**config.mk**
```make
export PLATFORM = sky130hd
export DESIGN_NAME = serial_adder_ctrl
export DESIGN_NICKNAME = d
export VERILOG_FILES = /design/src/rtl/serial_adder_pkg.sv /design/src/rtl/full_adder_s.sv /design/src/rtl/serial_adder_ctrl.sv
export SDC_FILE = /design/constraint.sdc
export NUM_CORES = 1
export LEC_CHECK = 0
export CAP_MARGIN = 20
export CORE_UTILIZATION = 53
export DETAILED_ROUTE_END_ITERATION = 10
export GPL_ROUTABILITY_DRIVEN = 0
export HOLD_SLACK_MARGIN = 0.08
export MAX_ROUTING_LAYER = met4
export PLACE_DENSITY = 0.81
export SLEW_MARGIN = 20
export SYNTH_ARGS = -nofsm -noshare
export SYNTH_HDL_FRONTEND = slang
export SYNTH_SLANG_ARGS = --single-unit
```
**constraint.sdc**
```tcl
create_clock -name clk -period 3.9 [get_ports clk]
set_input_delay 0.39 -clock clk [delete_from_list [all_inputs] [get_ports clk]]
set_output_delay 0.39 -clock clk [all_outputs]
set_load 0.01 [all_outputs]
```
**src/rtl/serial_adder_pkg.sv**
```systemverilog
// -----------------------------------------------------------------------------
// serial_adder_pkg
//   Shared constants for the bit-serial add/subtract sequencer.
//   - FSM state encoding (2-bit, legacy-compatible localparams)
//   - Operation mode encoding (add / subtract)
// -----------------------------------------------------------------------------
package serial_adder_pkg;

    typedef logic [1:0] state_t;

    localparam state_t S_IDLE = 2'd0;
    localparam state_t S_RUN  = 2'd1;
    localparam state_t S_DONE = 2'd2;

    localparam logic MODE_ADD = 1'b0;
    localparam logic MODE_SUB = 1'b1;

endpackage : serial_adder_pkg

```
**src/rtl/full_adder_s.sv**
```systemverilog
// -----------------------------------------------------------------------------
// full_adder_s
//   Single-bit combinational full adder used by the serial sequencer.
//   Ports:
//     a, b          in   operand bits
//     input_carry   in   carry into this bit
//     sum           out  a ^ b ^ input_carry
//     output_carry  out  carry out of this bit
// -----------------------------------------------------------------------------
module full_adder_s (
    input  logic a,
    input  logic b,
    input  logic input_carry,
    output logic sum,
    output logic output_carry
);

    logic w_prop;

    assign w_prop       = a ^ b;
    assign sum          = w_prop ^ input_carry;
    assign output_carry = (a & b) | (input_carry & w_prop);

endmodule : full_adder_s

```
**src/rtl/serial_adder_ctrl.sv**
```systemverilog
// -----------------------------------------------------------------------------
// serial_adder_ctrl
//   Bit-serial add/subtract unit. On an accepted start the operands are
//   latched, then one bit pair per clock (LSB first) passes through a single
//   1-bit full adder. Sum bits are shifted into the result from the MSB end,
//   so after WIDTH bits the result register holds the full word.
//   Subtraction is done as a + ~b + ~borrow_in; the final carry is inverted
//   to report a borrow.
//   Ports:
//     clk        in   rising-edge clock
//     rst        in   synchronous reset, active-high
//     start      in   request, sampled only while idle
//     mode       in   0 = add, 1 = subtract (sampled with start)
//     op_a/op_b  in   WIDTH-bit operands (sampled with start)
//     carry_in   in   carry-in (add) / borrow-in (subtract)
//     busy       out  high whenever the FSM is not idle
//     done       out  one-cycle pulse, result fields valid
//     result     out  sum/difference, held until next accepted start
//     carry_out  out  carry out (add) / borrow out (subtract)
//     overflow   out  signed overflow
//   Latency: start in cycle 0 -> done in cycle WIDTH+1, next start in WIDTH+2.
// -----------------------------------------------------------------------------
module serial_adder_ctrl
    import serial_adder_pkg::*;
#(
    parameter int WIDTH = 8
) (
    input  logic             clk,
    input  logic             rst,
    input  logic             start,
    input  logic             mode,
    input  logic [WIDTH-1:0] op_a,
    input  logic [WIDTH-1:0] op_b,
    input  logic             carry_in,
    output logic             busy,
    output logic             done,
    output logic [WIDTH-1:0] result,
    output logic             carry_out,
    output logic             overflow
);

    localparam int CW = $clog2(WIDTH + 1);

    state_t           r_state;
    logic [WIDTH-1:0] r_sh_a;
    logic [WIDTH-1:0] r_sh_b;
    logic [WIDTH-1:0] r_result;
    logic             r_carry;
    logic             r_mode;
    logic [CW-1:0]    r_count;
    logic             r_carry_out;
    logic             r_overflow;

    logic             w_sum;
    logic             w_cout;
    logic             w_last_bit;

    full_adder_s u_fa (
        .a            (r_sh_a[0]),
        .b            (r_sh_b[0]),
        .input_carry  (r_carry),
        .sum          (w_sum),
        .output_carry (w_cout)
    );

    assign w_last_bit = (r_count == CW'(WIDTH - 1));

    always_ff @(posedge clk) begin
        if (rst) begin
            r_state     <= S_IDLE;
            r_sh_a      <= '0;
            r_sh_b      <= '0;
            r_result    <= '0;
            r_carry     <= 1'b0;
            r_mode      <= 1'b0;
            r_count     <= '0;
            r_carry_out <= 1'b0;
            r_overflow  <= 1'b0;
        end else begin
            case (r_state)
                S_IDLE: begin
                    if (start) begin
                        r_sh_a      <= op_a;
                        // Subtract as a + ~b + ~borrow_in.
                        r_sh_b      <= (mode == MODE_SUB) ? ~op_b : op_b;
                        r_carry     <= (mode == MODE_SUB) ? ~carry_in : carry_in;
                        r_mode      <= mode;
                        r_count     <= '0;
                        r_result    <= '0;
                        r_carry_out <= 1'b0;
                        r_overflow  <= 1'b0;
                        r_state     <= S_RUN;
                    end
                end

                S_RUN: begin
                    r_sh_a   <= {1'b0, r_sh_a[WIDTH-1:1]};
                    r_sh_b   <= {1'b0, r_sh_b[WIDTH-1:1]};
                    // Sum enters at the MSB; after WIDTH shifts bit 0 lands at LSB.
                    r_result <= {w_sum, r_result[WIDTH-1:1]};
                    r_carry  <= w_cout;
                    r_count  <= r_count + CW'(1);
                    if (w_last_bit) begin
                        // r_carry is the carry into the MSB at this point.
                        r_overflow  <= r_carry ^ w_cout;
                        r_carry_out <= (r_mode == MODE_SUB) ? ~w_cout : w_cout;
                        r_state     <= S_DONE;
                    end
                end

                S_DONE: begin
                    r_state <= S_IDLE;
                end

                default: begin
                    // Unused encoding recovers to idle.
                    r_state <= S_IDLE;
                end
            endcase
        end
    end

    assign busy      = (r_state != S_IDLE);
    assign done      = (r_state == S_DONE);
    assign result    = r_result;
    assign carry_out = r_carry_out;
    assign overflow  = r_overflow;

endmodule : serial_adder_ctrl
```
==> out/metrics.cfg <==
[run_status]
status = finished clean

[synthesis]
async_reset_ff_share_pct = 0
synth_edf_count = 0
synthCells = 166
yosys-top-cells-area = dfxtp_1 46%, nor2_1 7.7%, xnor2_1 6.0%
synth_ff_type = dfxtp_1
synth_area_leader_cell = dfxtp_1
synth_top_area_share_pct = 46.5
yosysSeqAreaShare_pct = 46.5
avgSynthCellArea_um2 = 8.82
netlist_area_um2 = 1460
synth_nets = 189
synth-seq-cells = 34
ys_warn_count = 0
ys_types = 34

[placed_design]
hpwl_um = 2280
portBuffers = 32
pre_cts_ws_ns = 1.85

[drt]
wire_per_inst_um = 14.7
first_pass_iters = 4
ant_nets = 0
totalWireLength_um = 3290
drcViolationCount = 0
vias = 1291
viasPerCell = 5.76
drtIter0Drc = 24

[clock_network]
cts_setup_buffers = 0
hold_buffers = 0
clkTransAtPathRegs_ns = 0.09
cts_root_buf = clkbuf_4
cts_buffer_depth = 2
cts_resized = 0
numCtsBuffers = 5
cts_tree = done
h-tree-depth = 2
clkLatencyLatePin_ns = 0.33
cts.sinks = 34

[flow_run]
drv_cap = 0

[floorplanning]
coreArea_um2 = 2540
die_area_um2 = 2980
initial_core_util_pct = 57.5
fp.dieH_um = 54.6
io_pins = 33
row_count = 18
die_w_um = 54.6

[worst_setup_path]
crit_fanout = 23
r2r_cells = 3
reg2reg_slack_ns = 1.92
rr_endpoint = r_sh_b[5]$_SDFFE_PP0P_
r2r-start = r_state[1]$_SDFFE_PP0P_
path_class = register to register
critPathCaptureType = register
critPathCapture = r_sh_b[5]$_SDFFE_PP0P_
critical_path_arrival_ns = 2.20
startpoint_type = register
worstPathRequired_ns = 4.12
cp-startpoint = r_state[1]$_SDFFE_PP0P_

[timing]
max_freq_mhz = 505
rsz0062_at_grt = no
layout_setup_ws_ns = 1.92
slew_viol_final = 0
worstMarginPinSlew_ns = 0.893
fin_setup_tns_ns = 0
finalSetupViolCount = 0
hold_viol_final = 0
relSlewSlack_pct = 40.4
fin_skew_ns = 0.00591
fin_crit_sh_pct = 50.8
min_period_ns = 1.98

[power]
power.leakage_nw = 0.664
power_density_nw_per_um2 = 366
peakVddDrop_v = 0.000344

[global_routing]
grt_pass1_vias = 1191
track_usage_pct = 25.0
grt_max_degree = 30
antenna_found_initial = 0
gr-total-overflow = 0
grt_pass1_wl_um = 5020

[cells_and_area]
fin_nets = 218
n_antenna_cell = 0
area_delta_synth_final_pct = 24.9
drive_gt1_share_pct = 9.79

[hold_path]
holdCritPathClass = register to register

[cells by family (layout without fill, tap and decap cells)]
kind of cell               after synthesis  after routing  synth area share, %
buffers and inverters                   13             41                 4.10
adders and majority gates                2              2                 2.22
xor gates and xnor gates                12             12                 7.18
AOI/OAI and AO/OA                       30             30                 15.2
muxes                                    1              1                0.769
DFF                                     34             34                 46.5
and+or+nand+nor                         74             74                 24.0
[cell usage in the layout (no fill, tap or decap)]
cell type | Yosys | final
clkbuf_4 | 0 | 5
xor2_1 | 2 | 2
xnor2_1 | 10 | 10
a221o_1 | 1 | 1
and3_1 | 1 | 1
nand3_1 | 11 | 11
o21ba_2 | 1 | 1
nor2b_1 | 2 | 2
ha_1 | 1 | 1
nand2_1 | 12 | 12
clkdlybuf4s50_1 | 0 | 32
inv_1 | 2 | 2
fa_1 | 1 | 1
mux2_2 | 1 | 1
or4b_1 | 1 | 1
nor2_1 | 30 | 30
a21oi_1 | 16 | 16
nand2b_1 | 1 | 1
nor2_2 | 1 | 1
or3_1 | 2 | 2
a2bb2oi_1 | 1 | 1
nand3b_1 | 2 | 2
or3b_1 | 1 | 1
buf_4 | 1 | 1
a211o_1 | 1 | 1
o211ai_1 | 2 | 2
clkbuf_8 | 0 | 1
nor4_1 | 6 | 6
nor3b_1 | 1 | 1
nor3_1 | 2 | 2
a221o_2 | 7 | 7
or2_2 | 1 | 1
o221a_2 | 1 | 1
dfxtp_1 | 34 | 34
[power by group]
part	switching, mW	internal [mW]	total, mW	leakage [nW]
clock network	0.106	0.0811	0.187	0.0302
logic	0.0515	0.0516	0.103	0.356
registers	0.0135	0.366	0.380	0.278
[synthesized netlist by cell type, drive strengths merged, types with 2 or more instances]
master	instances
a21oi	16
nor3	2
nor2	31
nand3b	2
nand2	12
a221o	8
o211ai	2
clkbuf	3
nor4	6
buf	8
xor2	2
dfxtp	34
or3	2
inv	2
nand3	11
xnor2	10
nor2b	2
[how the worst min path moves through the flow]
stage,startpoint,endpoint,slack (ns),cells after the start
global route,result[3]$_SDFFE_PP0P_,result[2]$_SDFFE_PP0P_,0.50,2
floorplan,r_sh_b[7]$_SDFFE_PP0P_,r_sh_b[7]$_SDFFE_PP0P_,0.44,2
finish,r_sh_b[7]$_SDFFE_PP0P_,r_sh_b[7]$_SDFFE_PP0P_,0.47,2
global placement,result[1]$_SDFFE_PP0P_,result[0]$_SDFFE_PP0P_,0.45,2
CTS,r_mode$_SDFFE_PP0P_,r_mode$_SDFFE_PP0P_,0.48,2
detailed placement,r_sh_b[7]$_SDFFE_PP0P_,r_sh_b[7]$_SDFFE_PP0P_,0.46,2
[flip-flops by register name, indices dropped and copies added (netlist names)]
name	count
r_sh_a	8
r_sh_b	8
result	8
r_count	4
r_state	2
carry_out	1
overflow	1
r_carry	1
r_mode	1
[layer usage]
| metal | share of wire, % | track usage (%) |
|---|---|---|
| met1 | 45 | 27.9 |
| met2 | 48 | 41.1 |
| met3 | 5.3 | 6.39 |
| met4 | 2.5 | 12.8 |
| met5 | 0 | - |
[layout make-up]
| cell class | instances | area (um^2) |
|---|---|---|
| tap | 30 | 37.5 |
| sequential | 34 | 681 |
| inverter | 2 | 7.51 |
| multi-input combinational | 119 | 723 |
| timing repair buffer | 33 | 328 |
| clock buffer | 6 | 51.3 |
| fill | 210 | 717 |
[critical path: stages, from the launching register on]
cell      delay (ns)
dfxtp_1         0.44
nand2b_1        0.70
nor2_1          0.32
a221o_2         0.40
[through the flow]
step                      power [mW]  util [%]  hold slack, ns  area (um^2)  std cells
after floorplan                0.451         -           0.443         1460        166
after global placement         0.484      69.8           0.455         1780        218
after detailed placement       0.490      69.8           0.462         1780        218
after CTS                      0.672      71.8           0.475         1830        224
after global routing           0.698      71.8           0.500         1830        224
final                          0.669      71.8           0.474         1830        224
No activity file was read; power rests on OpenSTA's default activity.
